### src/rtl/tx_arbiter.sv
// Round-robin arbiter that merges whole messages from NREQ byte sources onto one
// registered UART transmit stream. Optional source-ID prefix byte: TX_ARBITER_PREFIX_EN.
module tx_arbiter #(
    parameter int          NREQ      = 4,
    parameter logic [7:0]  TERM      = 8'h0A,
    parameter int          MAX_BURST = 16
) (
    input  logic                    clk,
    input  logic                    i_reset,
    input  logic [NREQ-1:0]         i_valid,
    input  logic [8*NREQ-1:0]       i_data,
    output logic [NREQ-1:0]         o_ready,
    input  logic                    i_tx_ready,
    output logic                    o_tx_valid,
    output logic [7:0]              o_tx_data,
    output logic [$clog2(NREQ)-1:0] o_grant,
    output logic                    o_busy
);

    localparam int GW = $clog2(NREQ);

    typedef enum logic [1:0] {
        IDLE    = 2'd0,
`ifdef TX_ARBITER_PREFIX_EN
        PREFIX  = 2'd1,
`endif
        XFER    = 2'd2,
        RELEASE = 2'd3
    } state_t;

    state_t          r_state;
    state_t          w_next_state;
    logic            r_tx_valid;
    logic [7:0]      r_tx_data;
    logic [7:0]      r_count;
    logic [GW-1:0]   r_grant;
    logic [GW-1:0]   r_last_grant;

    logic [GW-1:0]   w_pick;
    logic            w_any_req;
    logic            w_out_free;
    logic            w_ready_en;
    logic            w_sel_valid;
    logic [7:0]      w_sel_data;
    logic            w_up_xfer;
    logic            w_last_byte;

    // Output register can take a new byte when empty or being drained this cycle.
    assign w_out_free  = !r_tx_valid || i_tx_ready;
    assign w_ready_en  = (r_state == XFER) && w_out_free && !i_reset;
    assign w_up_xfer   = w_ready_en && w_sel_valid;
    assign w_last_byte = (w_sel_data == TERM) || (r_count == 8'(MAX_BURST - 1));

    // Round-robin search starting just after the previous winner.
    always_comb begin
        int idx;
        // NOTE: every combinational output gets a default first so no path infers a latch.
        w_pick    = r_last_grant;
        w_any_req = 1'b0;
        idx       = 0;
        for (int i = 1; i <= NREQ; i++) begin
            idx = int'(r_last_grant) + i;
            if (idx >= NREQ) begin
                idx = idx - NREQ;
            end
            if (!w_any_req && i_valid[GW'(idx)]) begin
                w_pick    = GW'(idx);
                w_any_req = 1'b1;
            end
        end
    end

    always_comb begin
        w_sel_valid = 1'b0;
        w_sel_data  = 8'h00;
        for (int n = 0; n < NREQ; n++) begin
            o_ready[n] = w_ready_en && (r_grant == GW'(n));
            if (r_grant == GW'(n)) begin
                w_sel_valid = i_valid[n];
                w_sel_data  = i_data[8*n +: 8];
            end
        end
    end

    always_comb begin
        w_next_state = r_state;
        case (r_state)
            IDLE: begin
                if (w_any_req) begin
`ifdef TX_ARBITER_PREFIX_EN
                    w_next_state = PREFIX;
`else
                    w_next_state = XFER;
`endif
                end
            end
`ifdef TX_ARBITER_PREFIX_EN
            PREFIX: begin
                if (w_out_free) begin
                    w_next_state = XFER;
                end
            end
`endif
            XFER: begin
                if (w_up_xfer && w_last_byte) begin
                    w_next_state = RELEASE;
                end
            end
            RELEASE: begin
                if (w_out_free) begin
                    w_next_state = IDLE;
                end
            end
            default: w_next_state = IDLE;
        endcase
    end

    // NOTE: sequential state uses non-blocking assignments so every register samples pre-edge values.
    always_ff @(posedge clk) begin
        if (i_reset) begin
            r_state <= IDLE;
        end else begin
            r_state <= w_next_state;
        end
    end

    always_ff @(posedge clk) begin
        if (i_reset) begin
            r_tx_valid   <= 1'b0;
            r_tx_data    <= 8'h00;
            r_count      <= 8'h00;
            r_grant      <= '0;
            r_last_grant <= GW'(NREQ - 1);
        end else begin
            if (w_up_xfer) begin
                r_tx_valid <= 1'b1;
                r_tx_data  <= w_sel_data;
            end
`ifdef TX_ARBITER_PREFIX_EN
            else if (r_state == PREFIX && w_out_free) begin
                r_tx_valid <= 1'b1;
                r_tx_data  <= 8'h30 + 8'(r_grant);
            end
`endif
            else if (i_tx_ready) begin
                r_tx_valid <= 1'b0;
            end

            if (r_state == IDLE && w_any_req) begin
                r_grant <= w_pick;
                r_count <= 8'h00;
            end else if (w_up_xfer) begin
                r_count <= r_count + 8'h01;
            end

            if (r_state == RELEASE && w_out_free) begin
                r_last_grant <= r_grant;
            end
        end
    end

    assign o_tx_valid = r_tx_valid;
    assign o_tx_data  = r_tx_data;
    assign o_grant    = r_grant;
    assign o_busy     = (r_state != IDLE);

endmodule

### config.mk
export PLATFORM = sky130hd
export DESIGN_NAME = tx_arbiter
export DESIGN_NICKNAME = d
export VERILOG_FILES = /design/src/rtl/tx_arbiter.sv
export SDC_FILE = /design/constraint.sdc
export NUM_CORES = 1
export LEC_CHECK = 0
export ABC_AREA = 1
export ABC_CLOCK_PERIOD_IN_PS = 1400
export BUFFER_PORTS_ARGS = -buffer_cell sky130_fd_sc_hd__clkbuf_2
export CORE_MARGIN = 3
export CORE_UTILIZATION = 47
export CTS_BUF_LIST = sky130_fd_sc_hd__clkbuf_8
export DETAILED_ROUTE_END_ITERATION = 12
export GPL_TIMING_DRIVEN = 0
export HOLD_SLACK_MARGIN = 0.15
export PLACE_DENSITY_LB_ADDON = 0.05
export SYNTH_ARGS = -nofsm -noshare
export SYNTH_HDL_FRONTEND = slang
export SYNTH_SLANG_ARGS = --single-unit
### constraint.sdc
create_clock -name clk -period 1.4 [get_ports clk]
set_clock_uncertainty 0.15 [all_clocks]
set_input_delay 0.28 -clock clk [delete_from_list [all_inputs] [get_ports clk]]
set_output_delay 0.28 -clock clk [all_outputs]
set_load 0.05 [all_outputs]
* Word level (Yosys, flattened, before mapping)
Cells that the tools add are included.
** Word-level totals
- Word-level logic and storage cells :: 97
- Output and inout port bits :: 16
- Register bits :: 23
- Bits of input ports :: 39
** Cells by class
- $add $sub $neg :: 9
- Equality and inequality tests :: 10
- Reductions and logical operators :: 26
- Order comparisons :: 8
- Muxes and demuxes :: 38
** Operators with widths (count)
- 2-to-1 mux 8 bit :: 4
- 2-to-1 mux 2 bit :: 11
- 2-to-1 mux 1 bit :: 18
- equality test 8 x 4 -> 1 bit, second input constant :: 2
- < comparator 2 x 4 -> 1 bit, second input constant :: 4
- logical AND 1 bit :: 13
- greater-or-equal comparator 3 bit, second input constant :: 3
- adder 8 x 1 -> 8 bit, second input constant :: 1
- binary-select mux 1 bit (select 2 bit) :: 4
- equality test 2 bit, second input constant :: 4
- subtractor 2 x 1 -> 2 bit, second input constant :: 4
- adder 2 x 2 -> 3 bit, second input constant :: 2
- one-hot mux 2 bit (3 select lines) :: 1
- logical NOT 1 bit :: 5
- adder 2 x 3 -> 4 bit, second input constant :: 1
- greater-or-equal comparator 4 x 3 -> 1 bit, second input constant :: 1
- logical NOT 2 bit :: 2
- inequality test 2 bit, second input constant :: 2
- nonzero test 2 bit :: 2
- adder 2 x 1 -> 3 bit, second input constant :: 1
- AND reduction 3 bit :: 1
- equality test 2 x 1 -> 1 bit, second input constant :: 1
- logical OR 1 bit :: 2
- inequality test 2 x 1 -> 1 bit, second input constant :: 1
- OR reduction 2 bit :: 1

* Depth between registers and ports, before layout
- Depth after elaboration :: 18
- Mapped depth :: 13
- Depth with buffers taken out :: 12

* Worst setup path before layout
OpenSTA, ideal clock, no wires.
- Path kind :: register to output
- Start point :: reg r_grant[0], in the netlist o_grant[0]
- End point :: out o_ready[1]
- Buffers on the path :: 1
- Data required time :: 0.970 ns
- Arrival :: 2.048 ns
- Slack :: -1.078 ns
- Stages on the path, launching flop included :: 4
- Path through :: dfxtp_1 inv_2 buf_2 nor3_1
** Between the ends
- Longest elaborated chain between the ends :: 2
** RTL lines
- start, declared :: RTL line 36 : logic [GW-1:0] r_grant;
- start signal, assigned :: RTL line 150 : r_grant <= w_pick;
- equality test 2 x 1 -> 1 bit :: RTL line 77 : o_ready[n] = w_ready_en && (r_grant == GW'(n));
- logical AND 1 bit :: RTL line 77
- end, declared :: RTL line 12 : output logic [NREQ-1:0] o_ready,
Every way passes these cells.

* Worst setup path after layout
- Start point :: reg r_state[0]
- End point :: out o_ready[1]
** Between the ends
- Longest elaborated chain between the ends :: 4
** RTL lines
- start, declared :: RTL line 31 : state_t r_state;
- start signal, assigned :: RTL line 123 : r_state <= w_next_state;
- equality test 2 bit :: RTL line 50 : assign w_ready_en = (r_state == XFER) && w_out_free && !i_reset;
- logical AND 1 bit (2 in a row) :: RTL line 50
- logical AND 1 bit :: RTL line 77
Every way passes these cells.

==> metrics <==
Synth Area in Adders=less than 1%; Reg clk slew, reported paths=0.09 ns; Leakage=1.214 nW; Design Power=between 0.0015 and 0.002 W; Max-cap violations=0; Slew HR=61.67%; Post-Syn Nets=roughly 280; outcome=complete, but fails checks; Post-Synth XOR/XNOR Area=between 4 and 5%; Row Count=20; hold violation total from the final report=0; sequential fraction of the synthesis area=28.07%; Root Buffer=clkbuf_8; Hold Path Depth=4; layout cells sized above 1=about 50%; main combinational cell family by area after synthesis=simple AND/OR/NAND/NOR gates; wire per inst=13.87 um; commonest non-fill, non-tap cell in the layout=nand2_1; DRC violations left=0; Tmin final=~1.9 ns; Placement Setup Slack=-0.4754 ns; Setup-failing EPs final=26; met3 wire length=281 um; Clock Latency Late Sink=roughly 0.27 ns; I/O Pins=55; PortBufs=53; Crit Path Category=flop to output pin; Critical Path End Type=output pin; post-synthesis async set-or-reset flop share=0%; nets=between 300 and 400; overall routed net length=a little under 5000 um; 1st-pass router iterations=4; Worst Path Required=~0.97 ns; fin crit share=137.5%; simple-gate share of the synthesized area=35.93%; CTS tree=yes; Setup WS post-layout=-0.5246 ns; top_reg_cell synth=dfxtp_1; total length of routed met2 wires=2496 um; Fillers=about 220; Worst R2R Path Depth=9; gr ovfl total=0; post-synthesis compound-gate area fraction=19.37%; full die area=4235 um^2; Via density=5.059; most frequent cells in the layout=nand2_1 (55), clkbuf_2 (44), inv_1 (18), nand3_1 (18); Hold WC Path Type=input port to flop; Layout Area Growth over Synthesis=55.22%; Warnings, synthesis=0; vias=1,801; CP max FO=4; ANT cells=0; Worst setup SP type=flop; power per cell area=679.9 nW/um^2; synth unique cells=33; first-pass GRT wire length=8204 um; number of synthesized flops with an enable pin=0; Syn Std Cell Area=1640 um^2; Tot GR Track Use=between 20% and 30%; worst vdd ir=533.4 uV; Die Y=65.08 um; Mapped Avg Cell Area=6.921 um^2; mux share of post-synthesis cell area=0%; synthesized flop and latch total=23; Die Width=65.08 um; initial antenna violation count=0; Antenna Violating Nets Remaining=0; Post-Synthesis Cells=roughly 240; max layer used=met4; Max clock buf depth=2; M1 WL=2099 um; area of the core=3178 um^2; crit path DAT=1.49 ns; Starting Density=51.61%; worst slew pin tran=0.5714 ns; Sum Neg Setup Slack=-10.34 ns; 1st-iter DRT viols=91; TritonCTS Sinks=23; cts bufs inserted=3; max-slew violations=0; Placer Congestion=around 0.8; H-tree levels=1; violated checks=setup timing; setup repair after global routing missed its margin=true; largest net degree at the start of global routing=14; vias in the first global route=1,803; fmax=~520 MHz; DP HPWL=3291 um
## critical path: stages (launching register included)
cell	delay, ns
dfxtp_2	0.36
nor4_4	0.36
inv_2	0.17
nor3_4	0.16
buf_8	0.17
## cells by family (layout without fill, tap and decap cells)
logic type	after synthesis	in the layout
compound gates	49	49
buf+inv	35	109
flops	23	23
fa+ha+maj	1	1
xor+xnor	8	8
simple gates	121	122
## state kept, by name, summed over array words and instances, names as in the netlist
register	cells
r_count	8
o_tx_data	8
r_state	2
o_grant	2
o_tx_valid	1
r_last_grant	2
## power by group
group / switching [W] / leakage [nW] / internal, W
clock: 0.000220 / 0.0255 / 0.000199
sequential: 0.0000235 / 0.189 / 0.000676
combinational: 0.000365 / 1.00 / 0.000247
total: 0.000608 / 1.21 / 0.00112
## synthesized netlist by cell type (2+ instances only)
library cell  number  share of area [%]
nand2_1           60                 14
dfxtp_1           23                 28
inv_1             22                5.0
nand3_1           19                5.8
o21ai_0           19                5.8
a21oi_2           13                6.9
nand2_2           11                4.2
nor2_1            10                2.3
xor2_1             6                3.2
a21oi_1            5                1.5
nor3_1             5                1.5
or2_1              5                1.9
buf_4              4                1.8
o21ai_1            4                1.2
inv_2              3               0.69
nand2_4            3                2.1
o211ai_1           3                1.4
buf_6              2                1.4
nand3_2            2                1.2
nand4_1            2               0.76
nor4_1             2               0.76
o21ai_2            2                1.1
xnor2_1            2                1.1
## final timing paths
path / from / endpoint / slack, ns
worst max-delay path: r_state[0] / o_ready[1] / -0.52
worst min-delay path: i_reset / o_grant[1] / 0.21
worst max register to register: r_state[0] / o_tx_data[1] / -0.46
worst min register to register: o_tx_data[2] / o_tx_data[2] / 0.33
## through the flow
stage	std cells	utilization (%)	hold WS, ns	cell area (um^2)
global route	356	80.12	0.2194	2546
detailed placement	334	65.83	0.3133	2092
CTS	354	78.58	0.1973	2497
global placement	334	65.83	0.3040	2092
floorplan	237	-	0.3057	1772
finish	356	80.12	0.2084	2546
## timing repair
action / in CTS / in global routing
setup endpoints to repair: 27 / 32
buffers inserted: 11 / 2
pin swaps: 11 / 9
cloned: 4 / 0
hold endpoints to repair: 4 / 0
hold buffers: 2 / 0
resized for setup: 51 / 13
## cell type report
class / count / area [um^2] / share of cell area (%)
multi-input combinational: 180 / 1225 / 48.11
timing repair buffer: 71 / 526.8 / 20.69
sequential: 23 / 476.7 / 18.72
buffer: 8 / 111.4 / 4.373
inverter: 26 / 105.1 / 4.128
tap: 44 / 55.05 / 2.162
clock buffer: 3 / 41.29 / 1.622
clock inverter: 1 / 5.005 / 0.1966
## metal layers
layer	GRT usage, %	vias to the layer above
met3	5.893	7
met2	43.04	46
met5	0	-
met1	30.48	813
met4	6.995	0
li1	-	935
Power figures use the tool's default switching activity.
